### src/rtl/uart_tx_if.sv
// Parallel-side handshake and serial status bundle for uart_tx.
// The master drives data/start; the slave (transmitter) returns line and status.
interface uart_tx_if #(
  parameter int DATA_SIZE = 8
) ();
  logic [DATA_SIZE-1:0] data;
  logic                 start;
  logic                 ready;
  logic                 out;
  logic                 is_transmitting;
  logic                 is_completed;

  modport master (
    output data,
    output start,
    input  ready,
    input  out,
    input  is_transmitting,
    input  is_completed
  );

  modport slave (
    input  data,
    input  start,
    output ready,
    output out,
    output is_transmitting,
    output is_completed
  );
endinterface

### src/rtl/uart_tx.sv
// UART transmitter: start bit, DATA_SIZE bits LSB first, optional even parity, one stop bit.
// Optional parity bit is enabled by defining UART_TX_PARITY_EN.
module uart_tx #(
  parameter int FREQ      = 1_000_000_000,
  parameter int BAUD      = 115200,
  parameter int DATA_SIZE = 8
) (
  input logic      clk,
  input logic      reset,
  uart_tx_if.slave bus
);
  localparam int BIT_CYCLES = FREQ / BAUD;
  localparam int CNT_W      = (BIT_CYCLES < 2) ? 1 : $clog2(BIT_CYCLES);
  localparam int IDX_W      = $clog2(DATA_SIZE + 1);
  localparam logic [CNT_W-1:0] CNT_LAST = CNT_W'(BIT_CYCLES - 1);
  localparam logic [IDX_W-1:0] IDX_LAST = IDX_W'(DATA_SIZE - 1);

  localparam logic [2:0] IDLE   = 3'd0;
  localparam logic [2:0] START  = 3'd1;
  localparam logic [2:0] DATA   = 3'd2;
`ifdef UART_TX_PARITY_EN
  localparam logic [2:0] PARITY = 3'd3;
`endif
  localparam logic [2:0] STOP   = 3'd4;

  if (BIT_CYCLES < 2) begin : g_bad_cfg
    $error("uart_tx: FREQ/BAUD must be at least 2");
  end

  logic [2:0]           state_q, state_d;
  logic [CNT_W-1:0]     cnt_q, cnt_d;
  logic [IDX_W-1:0]     idx_q, idx_d;
  logic [DATA_SIZE-1:0] shift_q, shift_d;
`ifdef UART_TX_PARITY_EN
  logic                 par_q, par_d;
`endif
  logic                 out_q, out_d;
  logic                 ready_q, ready_d;
  logic                 tx_q, tx_d;
  logic                 done_q, done_d;
  logic                 accept_s;
  logic                 bit_end_s;

  assign accept_s  = bus.start && ready_q;
  assign bit_end_s = (cnt_q == CNT_LAST);

  // Next-state, bit timing and shift register; the counter restarts on every acceptance.
  always_comb begin
    state_d = state_q;
    cnt_d   = cnt_q;
    idx_d   = idx_q;
    shift_d = shift_q;
`ifdef UART_TX_PARITY_EN
    par_d   = par_q;
`endif
    case (state_q)
      IDLE: begin
        if (accept_s) begin
          state_d = START;
          cnt_d   = '0;
          idx_d   = '0;
          shift_d = bus.data;
`ifdef UART_TX_PARITY_EN
          par_d   = ^bus.data;
`endif
        end else begin
          state_d = IDLE;
        end
      end
      START: begin
        if (bit_end_s) begin
          state_d = DATA;
          cnt_d   = '0;
        end else begin
          cnt_d = cnt_q + CNT_W'(1);
        end
      end
      DATA: begin
        if (bit_end_s) begin
          cnt_d = '0;
          if (idx_q == IDX_LAST) begin
`ifdef UART_TX_PARITY_EN
            state_d = PARITY;
`else
            state_d = STOP;
`endif
          end else begin
            idx_d   = idx_q + IDX_W'(1);
            shift_d = shift_q >> 1;
          end
        end else begin
          cnt_d = cnt_q + CNT_W'(1);
        end
      end
`ifdef UART_TX_PARITY_EN
      PARITY: begin
        if (bit_end_s) begin
          state_d = STOP;
          cnt_d   = '0;
        end else begin
          cnt_d = cnt_q + CNT_W'(1);
        end
      end
`endif
      STOP: begin
        if (bit_end_s) begin
          cnt_d = '0;
          idx_d = '0;
          // A request in the final stop cycle chains the next frame with no idle gap.
          if (accept_s) begin
            state_d = START;
            shift_d = bus.data;
`ifdef UART_TX_PARITY_EN
            par_d   = ^bus.data;
`endif
          end else begin
            state_d = IDLE;
          end
        end else begin
          cnt_d = cnt_q + CNT_W'(1);
        end
      end
      default: begin
        state_d = IDLE;
        cnt_d   = '0;
        idx_d   = '0;
        shift_d = '0;
      end
    endcase
  end

  // Outputs are derived from the upcoming state so the registered copies line up with it.
  always_comb begin
    out_d = 1'b1;
    case (state_d)
      START:   out_d = 1'b0;
      DATA:    out_d = shift_d[0];
`ifdef UART_TX_PARITY_EN
      PARITY:  out_d = par_d;
`endif
      STOP:    out_d = 1'b1;
      IDLE:    out_d = 1'b1;
      default: out_d = 1'b1;
    endcase
    if ((state_d == STOP) && (cnt_d == CNT_LAST)) begin
      done_d = 1'b1;
    end else begin
      done_d = 1'b0;
    end
    if ((state_d == IDLE) || done_d) begin
      ready_d = 1'b1;
    end else begin
      ready_d = 1'b0;
    end
    if (state_d != IDLE) begin
      tx_d = 1'b1;
    end else begin
      tx_d = 1'b0;
    end
  end

  // State and output registers; reset abandons any frame in flight.
  always_ff @(posedge clk or negedge reset) begin
    if (!reset) begin
      state_q <= IDLE;
      cnt_q   <= '0;
      idx_q   <= '0;
      shift_q <= '0;
`ifdef UART_TX_PARITY_EN
      par_q   <= 1'b0;
`endif
      out_q   <= 1'b1;
      ready_q <= 1'b1;
      tx_q    <= 1'b0;
      done_q  <= 1'b0;
    end else begin
      state_q <= state_d;
      cnt_q   <= cnt_d;
      idx_q   <= idx_d;
      shift_q <= shift_d;
`ifdef UART_TX_PARITY_EN
      par_q   <= par_d;
`endif
      out_q   <= out_d;
      ready_q <= ready_d;
      tx_q    <= tx_d;
      done_q  <= done_d;
    end
  end

  assign bus.out             = out_q;
  assign bus.ready           = ready_q;
  assign bus.is_transmitting = tx_q;
  assign bus.is_completed    = done_q;
endmodule

### src/flat_wrapper.sv
// flat-port wrapper written by rule: the top's interface ports become plain ports
module uart_tx_flat 
#(
  parameter int FREQ      = 1_000_000_000,
  parameter int BAUD      = 115200,
  parameter int DATA_SIZE = 8
)
  (clk, reset, bus_data, bus_start, bus_ready, bus_out, bus_is_transmitting, bus_is_completed);
  uart_tx_if #(.DATA_SIZE(DATA_SIZE)) bus_i ();
  input logic clk;
  input logic reset;
  input wire logic [$bits(bus_i.data)-1:0] bus_data;
  input wire logic [$bits(bus_i.start)-1:0] bus_start;
  output wire logic [$bits(bus_i.ready)-1:0] bus_ready;
  output wire logic [$bits(bus_i.out)-1:0] bus_out;
  output wire logic [$bits(bus_i.is_transmitting)-1:0] bus_is_transmitting;
  output wire logic [$bits(bus_i.is_completed)-1:0] bus_is_completed;
  assign bus_i.data = bus_data;
  assign bus_i.start = bus_start;
  assign bus_ready = bus_i.ready;
  assign bus_out = bus_i.out;
  assign bus_is_transmitting = bus_i.is_transmitting;
  assign bus_is_completed = bus_i.is_completed;
  uart_tx #(.FREQ(FREQ), .BAUD(BAUD), .DATA_SIZE(DATA_SIZE)) u_core (.clk(clk), .reset(reset), .bus(bus_i));
endmodule
### config.mk
export PLATFORM = sky130hd
export DESIGN_NAME = uart_tx_flat
export DESIGN_NICKNAME = d
export VERILOG_FILES = /design/src/rtl/uart_tx_if.sv /design/src/rtl/uart_tx.sv /design/src/flat_wrapper.sv
export SDC_FILE = /design/constraint.sdc
export NUM_CORES = 1
export LEC_CHECK = 0
export ABC_AREA = 1
export ABC_CLOCK_PERIOD_IN_PS = 1800
export CAP_MARGIN = 20
export CORE_MARGIN = 2
export CORE_UTILIZATION = 45
export CTS_CLUSTER_DIAMETER = 50
export CTS_CLUSTER_SIZE = 8
export DETAILED_ROUTE_END_ITERATION = 7
export GPL_TIMING_DRIVEN = 0
export HOLD_SLACK_MARGIN = 0.1
export PLACE_DENSITY_LB_ADDON = 0.08
export SYNTH_ARGS = -nofsm -noshare
export SYNTH_HDL_FRONTEND = slang
export SYNTH_SLANG_ARGS = --single-unit
### constraint.sdc
create_clock -name clk -period 1.8 [get_ports clk]
set_input_delay 0.36 -clock clk [delete_from_list [all_inputs] [get_ports clk]]
set_output_delay 0.36 -clock clk [all_outputs]
set_load 0.005 [all_outputs]
; Word level (Yosys, flattened, before mapping)
; Index checks and enable logic that the tools add are counted.
[totals]
latch_bits = 0
ff_bits = 33
romBits = 0
wordCells = 57
ram_bits = 0
mem_count = 0
output_inout_bits = 4
in_bits = 11
[classes]
bitwise = 1
mul = 0
n_div = 0
addsub = 2
n_reduce_logical = 9
n_eq_ne = 13
n_mux = 23
order_cmp = 0
n_shift = 0
[op_table]
columns = op, count
row1 = $mux W8, 4
row2 = $pmux W8 S4, 1
row3 = $eq A14 B14 Y1 const B, 2
row4 = $mux W14, 2
row5 = $pmux W14 S2, 1
row6 = $mux W4, 4
row7 = $pmux W4 S4, 1
row8 = $add A14 B1 Y14 const B, 1
row9 = $mux W3, 4
row10 = $pmux W3 S4, 1
row11 = $eq A3 B1 Y1 const B, 2
row12 = $eq A3 B2 Y1 const B, 2
row13 = $eq A3 B3 Y1 const B, 2
row14 = $logic_not A3 Y1, 2
row15 = $ne A2 B1 Y1 const B, 3
row16 = $reduce_and A5 Y1, 1
row17 = $add A4 B1 Y4 const B, 1
row18 = $eq A4 B3 Y1 const B, 1
row19 = $mux W1, 4
row20 = $reduce_and A4 Y1, 1
row21 = $reduce_bool A3 Y1, 1
row22 = $reduce_or A3 Y1, 1
row23 = $logic_and A1 B1 Y1, 2
row24 = $ne A2 B2 Y1 const B, 1
row25 = other kinds (3), 3

; Depth between registers and ports, before layout
[logic_depth]
depth_word = 9
depth_mapped = 14
mapped_depth_nobuf = 14

; Least setup slack after synthesis
; No wires, ideal clock.
[synth_path]
kind = register to register
startpoint = reg u_core.cnt_q[0]
endpoint = reg u_core.shift_q[7]
setup_slack_ns = 0.217
t_arrival_ns = 1.464
setup_time_ns = 0.119
required_ns = 1.681
path_stages_with_launch = 10
path_buffers = 1
period_less_slack_ns = 1.583
path_cell_list = dfrtp_1 ha_1 nand2_2 nor2_4 nand2_4 nand2_2 nand4_2 buf_6 a31oi_1 nor2_1
[synth_between]
elab_chain_cells = 3
word_cells_on_any_way = 4
classes_between = eq/ne (3) / reduce/logical (1)
[synth_lines]
columns = item, line_no
row1 = start: declaration, uart_tx.sv:31  ; logic [CNT_W-1:0] cnt_q, cnt_d;
row2 = start signal: assignment, uart_tx.sv:178  ; cnt_q <= cnt_d;
row3 = $eq A14 B14 Y1 *, uart_tx.sv:45  ; assign bit_end_s = (cnt_q == CNT_LAST);
row4 = $ne A2 B1 Y1 (no source line), --
row5 = $reduce_and A4 Y1 (no source line) *, --
row6 = end signal: assignment, uart_tx.sv:180  ; shift_q <= shift_d;
row7 = end: declaration, uart_tx.sv:33  ; logic [DATA_SIZE-1:0] shift_q, shift_d;
; Mark *: on every way between the ends. The rest lies on a longest branch, timed or not.
; A chain may end at the register's enable or synchronous reset.

; Final worst setup path
[layout_path]
startpoint = reg u_core.cnt_q[1]
endpoint = reg u_core.ready_q, in the netlist u_core.bus.ready
[layout_between]
elab_chain_cells = 8
word_cells_on_any_way = 16
classes_between = add/sub (1) / eq/ne (3) / mux (9) / reduce/logical (3)
[layout_lines]
columns = item, line_no
row1 = $add A14 B1 Y14 or $eq A14 B14 Y1 (tied branches), --
row2 = $mux W14 (tied with other cells), "uart_tx.sv:71, uart_tx.sv:79, uart_tx.sv:106"
row3 = $pmux W14 S2 or $pmux W3 S4 (tied branches), uart_tx.sv:56  ; case (state_q)
row4 = $eq A14 B14 Y1 or $eq A3 B3 Y1 (tied branches), uart_tx.sv:145  ; if ((state_d == STOP) && (cnt_d == CNT_LAST)) begin
row5 = $logic_and A1 B1 Y1, uart_tx.sv:145
row6 = $mux W1, uart_tx.sv:145
row7 = $logic_or A1 B1 Y1 *, uart_tx.sv:150  ; if ((state_d == IDLE) || done_d) begin
row8 = $mux W1 *, uart_tx.sv:150
row9 = net u_core.ready_d, uart_tx.sv:38  ; logic ready_q, ready_d;
row10 = end signal: assignment, uart_tx.sv:185  ; ready_q <= ready_d;
row11 = end: declaration, uart_tx.sv:38
; The timed path passes the listed nets; every way through them passes the cells marked *.

==> impl_metrics.toml <==
[floorplanning]
rows = 25
die-area_um2 = 5355
die_h_um = 73.18
start_util = 0.4620
pin_count = 15
fp.coreArea_um2 = 4661
die_x_um = 73.18

[clock_tree]
cts_root_buffer = "clkbuf_8"
cts_buffer_depth = 2
cts_buffers = 5
clkTransAtPathRegs_ns = 0.07
htree_num_levels = 2
clock-sinks = 33
cts_tree = "built"
clock_latency_ns = 0.29

[placed_design]
port_buffers = 14
placed_area_um2 = 2356
pre_cts_ws_ns = -0.4564
hpwl_mm = 3.796
gp_congestion = 0.8174

[layout]
final_nets = 353
area_growth_pct = 32.60
final_cell_mix = "70 x nand2_1, 28 x inv_1, 26 x nor2_1, 26 x nand3_1, 26 x dfrtp_1"
final_cell_area_um2 = 2855
final_common_cell = "nand2_1"
drive_above_1_share = 0.3226
fillers = 429
diodes = 0

[grt]
grt_max_degree = 34
grt_pass1_wl_mm = 8.894
overflow = 0
antenna_found_initial = 0
track_usage = 0.2206
grt_pass1_vias = 1900

[yosys]
yosysSeqAreaShare = 0.3847
synth-seq-cells = 33
syn_inst = 301
syn-num-nets = 314
synthesis.area_um2 = 2153
synth.distinct_cells = 34
avgSynthCellArea_um2 = 7.154
ys.warnings.count = 0

[critical_path]
timing.rr.start = "u_core.cnt_q[1]$_DFF_PN0_"
cp.required_ns = 2.03
cp-endpoint = "u_core.bus.ready$_DFF_PN1_"
cp-startpoint = "u_core.cnt_q[1]$_DFF_PN0_"
criticalPathCategory = "flop to flop"
crit_arrival_ns = 1.96
critPathMaxFanout = 7
r2r-end = "u_core.bus.ready$_DFF_PN1_"
r2r_cells = 10
start_kind = "flop"
crit_path_end_kind = "flop"
rrSetupSlack_ns = 0.07

[drt]
drt_iter0_markers = 77
final_antenna_net_count = 0
first_pass_iters = 4
routed_wl_mm = 5.560
via_count = 2039
route.detailed.drc = 0
wl_per_cell_um = 14.08
vias_per_cell = 5.162

[timing]
fin_crit_sh = 0.9617
fin_ws_ns = 0.06902
finalMaxSlewViolations = 0
whs_ns = 0.1413
relSlewSlack = 0.4896
clock_skew_ns = 0.008515
final-hold-violation-count = 0
period_minus_slack_ns = 1.731
rsz0062_at_grt = "true"
max_slew.worst_pin.slew_ns = 0.7656
max_freq_mhz = 577.7
setup_violations = 0

[flow_run]
cap_violations = 0

[power]
p_leak_nw = 1.305
powerDensity_nw_per_um2 = 525.5
fin_total_pwr_mw = 1.501
ir_drop_v = 0.0003384

[worst_hold_path]
hp-class = "input pin to asynchronous set/reset pin"

[outcome]
status = "complete, no violations"
[critical path, stage by stage (launching register included)]
cell,delay (ns)
dfrtp_1,0.43
ha_4,0.19
nand2_4,0.08
nor2_4,0.14
nand2_4,0.13
nand2_4,0.11
nand2_2,0.06
nor2_4,0.11
nand3_4,0.12
or2_1,0.24
nand2_1,0.07
[logic make-up after synthesis]
kind of cell    count (synthesis)  synth area share
buf+inv                        45           0.08483
compound gates                 31           0.09529
fa+ha+maj                       2           0.01162
simple gates                  184            0.3992
xor+xnor                        6           0.02440
flops                          33            0.3847
[metrics by stage]
step / util / TNS, ns / instances
final: 0.6126 / 0 / 395
after global routing: 0.6126 / -0.07326 / 395
after CTS: 0.5409 / -0.01572 / 380
after detailed placement: 0.5055 / -1.924 / 369
after global placement: 0.5066 / -12.93 / 369
after floorplan: - / 0 / 301
[report_power, final]
group | switching, mW | internal, mW | total (mW)
sequential | 0 | 0.742 | 0.742
clock | 0.272 | 0.451 | 0.724
combinational | 0.0177 | 0.0177 | 0.0353
[repair_timing]
item,CTS,global route
buffers inserted,3,16
resized for setup,7,60
setup endpoints to repair,3,15
hold buffers,0,0
pin swaps,1,21
endpoints found under the hold margin,0,0
[synthesized netlist by cell type (all sizes together)]
library cell,n,share of area
clkbuf,1,0.0017
dfrtp,31,0.36
a21oi,5,0.012
nor2,50,0.11
a31oi,1,0.0029
xor2,6,0.024
o211ai,2,0.0070
ha,2,0.012
nand4,6,0.020
or2,2,0.0058
dfstp,2,0.024
nand3b,1,0.0035
a22oi,2,0.0070
o21ai,14,0.038
o21bai,2,0.0087
buf,4,0.013
nand2,90,0.17
inv,40,0.070
o221ai,5,0.020
nand3,34,0.084
nor3,1,0.0023
[cell type report]
type / instances / area [um2] / share of cell area
plain buffers: 4 / 37.54 / 0.01315
multi-input cells: 223 / 1365 / 0.4781
flip-flops and latches: 33 / 834.6 / 0.2923
repair buffers: 33 / 281.5 / 0.09860
clock buffers: 7 / 86.33 / 0.03024
clock inverters: 1 / 30.03 / 0.01052
well taps: 54 / 67.56 / 0.02366
inverters: 40 / 152.6 / 0.05346
[worst min-delay path by stage]
stage	to	slack, ns
2_1_floorplan	u_core.bus.is_completed$_DFF_PN0_	0.06
3_3_place_gp	u_core.shift_q[6]$_DFFE_PN0P_	0.47
3_5_place_dp	u_core.shift_q[6]$_DFFE_PN0P_	0.48
4_1_cts	u_core.cnt_q[12]$_DFF_PN0_	0.17
5_1_grt	u_core.cnt_q[12]$_DFF_PN0_	0.20
6_report	u_core.cnt_q[10]$_DFF_PN0_	0.14
[state kept, by name (all words and copies together) (netlist names)]
register / flops
u_core.bus.is_completed: 1
u_core.cnt_q: 14
u_core.bus.out: 1
u_core.bus.is_transmitting: 1
u_core.state_q: 3
u_core.idx_q: 4
u_core.shift_q: 8
u_core.bus.ready: 1
[layer usage]
| layer | track usage | share of wire |
|---|---|---|
| met5 | 0 | 0 |
| met4 | 0.08025 | 0.017 |
| met3 | 0.04696 | 0.045 |
| met2 | 0.3574 | 0.51 |
| met1 | 0.2892 | 0.43 |
No activity file was read; power rests on OpenSTA's default activity.
